<file path="src/rtl/alu_pkg.sv">
// Shared types for the sequential ALU: opcode and control-state encodings.
package alu_pkg;

  // Operation select. The encoding matches the opcode bus bit-for-bit.
  typedef enum logic [2:0] {
    OP_AND  = 3'b000,
    OP_ADDI = 3'b001,
    OP_XOR  = 3'b010,
    OP_ADD  = 3'b011,
    OP_MUL  = 3'b100,
    OP_SHV  = 3'b101,
    OP_SUB  = 3'b110,
    OP_SHF  = 3'b111
  } alu_op_e;

  // Control FSM: IDLE accepts, BUSY iterates (MUL / SHV), DONE holds the result.
  typedef enum logic [1:0] {
    IDLE = 2'd0,
    BUSY = 2'd1,
    DONE = 2'd2
  } alu_state_e;

endpackage

</file>
<file path="src/rtl/alu_seq_mul.sv">
// Iterative shift-add multiplier: one multiplier bit per cycle, WIDTH steps.
// start_i loads the operands; done_o is high during the final step, and
// product_o then carries the complete 2*WIDTH-bit product for that cycle.
module alu_seq_mul #(
  parameter int WIDTH = 8
) (
  input  logic               Clk,
  input  logic               Reset,
  input  logic               start_i,
  input  logic [WIDTH-1:0]   a_i,
  input  logic [WIDTH-1:0]   b_i,
  output logic               done_o,
  output logic [2*WIDTH-1:0] product_o
);

  localparam int CNT_W = $clog2(WIDTH + 1);

  logic               busy_q;
  logic [CNT_W-1:0]   cnt_q;
  logic [2*WIDTH-1:0] mcand_q;
  logic [WIDTH-1:0]   mplier_q;
  logic [2*WIDTH-1:0] acc_q;
  logic [2*WIDTH-1:0] acc_step;

  // One shift-add step: add the shifted multiplicand when the current multiplier bit is set.
  always_comb begin
    acc_step  = acc_q + (mplier_q[0] ? mcand_q : '0);
    done_o    = busy_q && (cnt_q == CNT_W'(1));
    product_o = acc_step;
  end

  // Operand load on start, then one step per cycle until the count runs out.
  always_ff @(posedge Clk) begin
    if (Reset) begin
      busy_q   <= 1'b0;
      cnt_q    <= '0;
      mcand_q  <= '0;
      mplier_q <= '0;
      acc_q    <= '0;
    end else if (start_i) begin
      busy_q   <= 1'b1;
      cnt_q    <= CNT_W'(WIDTH);
      mcand_q  <= {{WIDTH{1'b0}}, a_i};
      mplier_q <= b_i;
      acc_q    <= '0;
    end else if (busy_q) begin
      acc_q    <= acc_step;
      mcand_q  <= mcand_q << 1;
      mplier_q <= mplier_q >> 1;
      cnt_q    <= cnt_q - CNT_W'(1);
      if (cnt_q == CNT_W'(1)) begin
        busy_q <= 1'b0;
      end
    end
  end

endmodule

</file>
<file path="src/rtl/alu_seq.sv">
// Multi-cycle ALU with valid/ready handshakes on both sides.
// Single-cycle ops complete straight from IDLE; MUL and non-zero SHV iterate in BUSY.
// Result and zero/carry/parity flags are registered together and held in DONE.
module alu_seq
  import alu_pkg::*;
#(
  parameter int WIDTH = 8,
  parameter int IMM_W = 3
) (
  input  logic             Clk,
  input  logic             Reset,
  input  logic             in_valid,
  output logic             in_ready,
  input  logic [2:0]       opcode,
  input  logic [WIDTH-1:0] operand1,
  input  logic [WIDTH-1:0] operand2,
  input  logic [IMM_W-1:0] imm,
  output logic             out_valid,
  input  logic             out_ready,
  output logic [WIDTH-1:0] result,
  output logic             zero,
  output logic             carry,
  output logic             parity
);

  localparam int SHAMT_W = $clog2(WIDTH);
  localparam int SHF_W   = IMM_W - 1;

  alu_state_e         state_q, state_d;
  logic [WIDTH-1:0]   result_q, result_d;
  logic               zero_q, zero_d;
  logic               carry_q, carry_d;
  logic               parity_q, parity_d;

  // Variable-shift working state.
  logic [WIDTH-1:0]   sh_q, sh_d;
  logic [SHAMT_W-1:0] sh_cnt_q, sh_cnt_d;
  logic               sh_right_q, sh_right_d;
  logic               mul_op_q, mul_op_d;

  alu_op_e            op;
  logic [SHAMT_W-1:0] shv_amt;
  logic [SHF_W-1:0]   shf_amt;

  logic [WIDTH:0]     sum_w, addi_w, diff_w, shl_w, shr_w;
  logic [WIDTH-1:0]   single_res;
  logic               single_carry;
  logic [WIDTH-1:0]   step_res;
  logic               step_carry;

  logic               mul_start;
  logic               mul_done;
  logic [2*WIDTH-1:0] mul_product;

  logic               fin_valid;
  logic [WIDTH-1:0]   fin_res;
  logic               fin_carry;

  assign op      = alu_op_e'(opcode);
  assign shv_amt = operand2[SHAMT_W-1:0];
  assign shf_amt = imm[SHF_W-1:0];

  // Extra top bit captures carry-out, borrow, or the last bit shifted out.
  assign sum_w  = {1'b0, operand1} + {1'b0, operand2};
  assign addi_w = {1'b0, operand1} + (WIDTH+1)'(imm);
  assign diff_w = {1'b0, operand1} - {1'b0, operand2};
  assign shl_w  = {1'b0, operand1} << shf_amt;
  assign shr_w  = {operand1, 1'b0} >> shf_amt;

  assign in_ready  = (state_q == IDLE);
  assign out_valid = (state_q == DONE);
  assign result    = result_q;
  assign zero      = zero_q;
  assign carry     = carry_q;
  assign parity    = parity_q;

  alu_seq_mul #(.WIDTH(WIDTH)) u_mul (
    .Clk       (Clk),
    .Reset     (Reset),
    .start_i   (mul_start),
    .a_i       (operand1),
    .b_i       (operand2),
    .done_o    (mul_done),
    .product_o (mul_product)
  );

  // Result and carry of the ops that finish in the accept cycle.
  always_comb begin
    // NOTE: every output of a combinational block gets a default first so no path leaves it unassigned and infers a latch.
    single_res   = '0;
    single_carry = 1'b0;
    case (op)
      OP_AND:  single_res = operand1 & operand2;
      OP_ADDI: {single_carry, single_res} = addi_w;
      OP_XOR:  single_res = operand1 ^ operand2;
      OP_ADD:  {single_carry, single_res} = sum_w;
      OP_SUB:  {single_carry, single_res} = diff_w;
      OP_SHF: begin
        if (imm[IMM_W-1]) begin
          single_res   = shr_w[WIDTH:1];
          single_carry = shr_w[0];
        end else begin
          {single_carry, single_res} = shl_w;
        end
      end
      default: ;
    endcase
  end

  // One-bit step of the variable shift; the bit leaving the register is the carry.
  always_comb begin
    if (sh_right_q) begin
      step_res   = sh_q >> 1;
      step_carry = sh_q[0];
    end else begin
      step_res   = sh_q << 1;
      step_carry = sh_q[WIDTH-1];
    end
  end

  // Next-state logic, operation dispatch and result/flag capture.
  always_comb begin
    state_d    = state_q;
    result_d   = result_q;
    zero_d     = zero_q;
    carry_d    = carry_q;
    parity_d   = parity_q;
    sh_d       = sh_q;
    sh_cnt_d   = sh_cnt_q;
    sh_right_d = sh_right_q;
    mul_op_d   = mul_op_q;
    mul_start  = 1'b0;
    fin_valid  = 1'b0;
    fin_res    = '0;
    fin_carry  = 1'b0;

    case (state_q)
      IDLE: begin
        if (in_valid) begin
          case (op)
            OP_MUL: begin
              mul_start = 1'b1;
              mul_op_d  = 1'b1;
              state_d   = BUSY;
            end
            OP_SHV: begin
              if (shv_amt == '0) begin
                fin_valid = 1'b1;
                fin_res   = operand1;
              end else begin
                sh_d       = operand1;
                sh_cnt_d   = shv_amt;
                sh_right_d = operand2[WIDTH-1];
                mul_op_d   = 1'b0;
                state_d    = BUSY;
              end
            end
            default: begin
              fin_valid = 1'b1;
              fin_res   = single_res;
              fin_carry = single_carry;
            end
          endcase
        end
      end
      BUSY: begin
        if (mul_op_q) begin
          if (mul_done) begin
            fin_valid = 1'b1;
            fin_res   = mul_product[WIDTH-1:0];
            fin_carry = |mul_product[2*WIDTH-1:WIDTH];
          end
        end else begin
          sh_d     = step_res;
          sh_cnt_d = sh_cnt_q - SHAMT_W'(1);
          if (sh_cnt_q == SHAMT_W'(1)) begin
            fin_valid = 1'b1;
            fin_res   = step_res;
            fin_carry = step_carry;
          end
        end
      end
      DONE: begin
        if (out_ready) begin
          state_d = IDLE;
        end
      end
      default: state_d = IDLE;
    endcase

    // Flags are derived from the final result so they are registered alongside it.
    if (fin_valid) begin
      state_d  = DONE;
      result_d = fin_res;
      carry_d  = fin_carry;
      zero_d   = (fin_res == '0);
      parity_d = ^fin_res;
    end
  end

  // FSM state register.
  always_ff @(posedge Clk) begin
    // NOTE: sequential state uses non-blocking assignment so every flop samples pre-edge values.
    if (Reset) begin
      state_q <= IDLE;
    end else begin
      state_q <= state_d;
    end
  end

  // Result, flag and shift-working registers.
  always_ff @(posedge Clk) begin
    // NOTE: these are plain registers, not a memory, so all of them reset; the visible result and flags must read zero after reset.
    if (Reset) begin
      result_q   <= '0;
      zero_q     <= 1'b0;
      carry_q    <= 1'b0;
      parity_q   <= 1'b0;
      sh_q       <= '0;
      sh_cnt_q   <= '0;
      sh_right_q <= 1'b0;
      mul_op_q   <= 1'b0;
    end else begin
      result_q   <= result_d;
      zero_q     <= zero_d;
      carry_q    <= carry_d;
      parity_q   <= parity_d;
      sh_q       <= sh_d;
      sh_cnt_q   <= sh_cnt_d;
      sh_right_q <= sh_right_d;
      mul_op_q   <= mul_op_d;
    end
  end

endmodule

</file>
<file path="config.mk">
export PLATFORM = sky130hd
export DESIGN_NAME = alu_seq
export DESIGN_NICKNAME = d
export VERILOG_FILES = /design/src/rtl/alu_pkg.sv /design/src/rtl/alu_seq_mul.sv /design/src/rtl/alu_seq.sv
export SDC_FILE = /design/constraint.sdc
export NUM_CORES = 1
export LEC_CHECK = 0
export BUFFER_PORTS_ARGS = -buffer_cell sky130_fd_sc_hd__buf_2
export CAP_MARGIN = 20
export CORE_ASPECT_RATIO = 0.75
export CORE_UTILIZATION = 62
export DETAILED_ROUTE_END_ITERATION = 10
export HOLD_SLACK_MARGIN = 0.02
export PLACE_DENSITY_LB_ADDON = 0.1
export SLEW_MARGIN = 20
export SYNTH_ARGS = -nofsm -noshare
export SYNTH_HDL_FRONTEND = slang
export SYNTH_SLANG_ARGS = --single-unit
</file>
<file path="constraint.sdc">
create_clock -name Clk -period 3.4 [get_ports Clk]
set_input_delay 0.17 -clock Clk [delete_from_list [all_inputs] [get_ports Clk]]
set_output_delay 0.17 -clock Clk [all_outputs]
set_load 0.02 [all_outputs]
</file>
==> reports/metrics.csv <==
stage,metric,value,unit
status,status,"finished, final reports clean",
timing,hold_viol,0,
timing,slew_violations,0,
synth,synth_area_leaders,"dfxtp_1 (24%), ha_1 (9.1%), mux2i_1 (8.8%), nor2_1 (5.9%), a21oi_1 (5.3%)",
critical_path,worstPathMaxFanout,13,
cts,cts_buffers,9,
synth,synth_warnings,0,
synth,async_reset_ff_share,0,%
die,ios,39,
job,maxCapViolCount,0,
cells_and_area,areaGrowthSynthToFinish,13.41,%
die,die_x,116.0,µm
placement,postPlaceCellArea,6432,µm²
critical_path,setup.worst_path.start_class,flip-flop,
die,die_area,10150,µm²
cells_and_area,final_nets,895,
cts,cts_tree,yes,
synth,yosys.area.top_type,dfxtp_1,
timing,fin_ws,0.08934,ns
synth,synthCells,787,
cts,clk_latency,0.34,ns
critical_path,crit_slowest_cell,a2111oi_2,
timing,tns,0,ns
power,power,2.496,mW
grt,grt_pass1_vias,5814,
power,ir_worst_vdd,301.4,µV
grt,grt_usage,38.88,%
cts,clk_path_buf_depth,2,
synth,syn_area,6046,µm²
cells_and_area,multiInputGateArea,4345,µm²
cts,path_clk_slew,0.06,ns
detailed_routing,dr_total_vias,6410,
cells_and_area,nFillCells,730,
critical_path,cp.required,3.59,ns
timing,slew_headroom,42.16,%
critical_path,crit_type,reg2reg,
timing,min_period_over_period,97.37,%
detailed_routing,drt-initial-drc-count,897,
cells_and_area,final_area,6857,µm²
placement,hpwl,13970,µm
timing,timing.fmax,302.1,MHz
grt,grt_start_max_net_pins,46,
cells_and_area,drive_gt1_share,15.13,%
synth,synthDistinctLibCells,71,
synth,syn_area_per_cell,7.682,µm²
cells_and_area,final_common_cell,nor2_1,
die,core-area,9271,µm²
critical_path,cp_cell_sequence,buf_4 -> and2_1 -> ha_1 -> a21o_1 -> a2111oi_2 -> buf_4 -> o21a_1 -> o21ai_2 -> a41oi_2 -> ha_1 -> xor2_2 -> xnor2_1 -> nor2_1 -> a21oi_1 -> nor2_1,
synth,synth_compound_area_share,25.12,%
die,rows,30,
cells_and_area,antenna_cells,0,
synth,synth_edf_count,0,
die,die_h,87.52,µm
synth,ys_seq_area_share,23.51,%
cts,root_buffer,clkbuf_16,
die,start_util,65.21,%
grt,overflow,0,
critical_path,cpPeakStageDelay,0.38,ns
placement,dp_worst_setup_slack,-0.06264,ns
synth,synth_top_family_by_area,compound AO/OA/AOI/OAI gates,
cts,clock_sinks,71,
grt,grt_pass1_wl,29960,µm
synth,synth_xor_area_share,2.028,%
detailed_routing,first_pass_iters,6,
hold_path,hp-class,in2reg,
detailed_routing,avgRoutedWirePerCell,20.39,µm
synth,ys_ff_latch,71,
timing,post-route-min-period,3.311,ns
critical_path,end_kind,flip-flop,
timing,worst_slew_pin_slew,0.8666,ns
placement,gp_congestion,0.9577,
power,leakagePower,2.790,nW
synth,synth_fa_ha_area_share,10.43,%
detailed_routing,drcViolationCount,0,
synth,synth-main-ff-cell,dfxtp_1,
power,p_per_area,364.0,nW/µm²
synth,synth-simple-area-share,21.96,%
synth,netlist.area_leader.share,23.51,%
cells_and_area,seq_area,1425,µm²
placement,portBuffers,38,
cells_and_area,final_cell_mix,"nor2_1 (95), dfxtp_1 (68), a21oi_1 (62), nand2_1 (58), mux2i_1 (53)",
critical_path,cp_data_arrival_time,3.50,ns
detailed_routing,antenna_left,0,
timing,fin_skew,0.007661,ns
timing,setup_viol,0,
synth,synth_fp_nets,861,
cts,htree_levels,3,
synth,synth_mux_area_share,11.20,%
grt,antenna_found_initial,0,
detailed_routing,vias_per_cell,6.719,
detailed_routing,wl,19450,µm
## worst max-delay path, delay by kind of cell (launching register included)
family | cells | cell delay, ns
AOI/OAI and AO/OA | 6 | 1.20
adders and majority gates | 2 | 0.66
buffers and inverters | 2 | 0.36
xor gates and xnor gates | 2 | 0.36
DFF | 1 | 0.34
and+or+nand+nor | 3 | 0.27
## metrics by stage
stage / hold WS [ns] / utilization (%) / instances
2_1_floorplan: 0.3060 / - / 787
3_3_place_gp: 0.4425 / 69.38 / 935
3_5_place_dp: 0.4453 / 69.38 / 935
4_1_cts: 0.1462 / 73.10 / 952
5_1_grt: 0.1478 / 73.95 / 954
6_report: 0.1359 / 73.95 / 954
## synth_stat cells (all sizes together), types with 8 or more instances
| master | count |
|---|---|
| nor3 | 17 |
| buf | 19 |
| nand3 | 20 |
| nand2b | 10 |
| a21o | 9 |
| or3 | 10 |
| a211oi | 37 |
| and2 | 17 |
| nand2 | 58 |
| xnor2 | 10 |
| mux2i | 53 |
| o21ai | 46 |
| nor2 | 97 |
| dfxtp | 71 |
| o21a | 8 |
| ha | 44 |
| nor2b | 14 |
| clkbuf | 31 |
| a21oi | 64 |
| inv | 38 |
## flip-flops by register name (all words and copies together), names as in the netlist, 2 cells and up
register / count
u_mul.cnt_q: 4
u_mul.mcand_q: 16
state_q: 2
sh_q: 8
u_mul.mplier_q: 8
result: 8
sh_cnt_q: 3
u_mul.acc_q: 16
## routing by layer
metal  share of wire, %  track usage (%)  wire, µm
met3                 12            10.09      2244
met2                 41            55.52      7994
met5                  0                0         0
met4                3.3            16.67       648
met1                 44            55.07      8562
## layout make-up
type	instances	area share [%]
Clock inverter	7	1.533
Sequential cell	71	20.78
Tap cell	128	2.336
Timing Repair Buffer	73	6.606
Multi-Input combinational cell	628	63.38
Inverter	38	2.080
Clock buffer	9	3.285
## report_power, final
group          switching (mW)  total [mW]  internal [mW]
Sequential             0.0261       0.890          0.863
Combinational           0.348       0.560          0.212
Clock                   0.394        1.05          0.652
## timing repair
action	CTS	global route
resized for setup	2	17
hold buffers	0	0
setup endpoints to repair	1	2
setup buffers	1	2
pin swaps	0	5
## logic make-up (layout without fill, tap and decap cells)
kind of cell / after synthesis / count (layout)
and+or+nand+nor: 275 / 275
muxes: 62 / 62
AOI/OAI and AO/OA: 229 / 229
DFF: 71 / 71
buffers and inverters: 88 / 127
xor gates and xnor gates: 14 / 14
adders and majority gates: 48 / 48
## path summary, 6_finish.rpt
kind                          start          to  slack, ns  cells after the start
setup / recovery  u_mul.mplier_q[0]      parity       0.09                     15
hold / removal            out_ready  state_q[1]       0.14                      3
setup reg to reg  u_mul.mplier_q[0]      parity       0.09                     15
hold reg to reg           result[6]   result[6]       0.45                      2
Note: power is estimated with default switching activity, not from simulation.
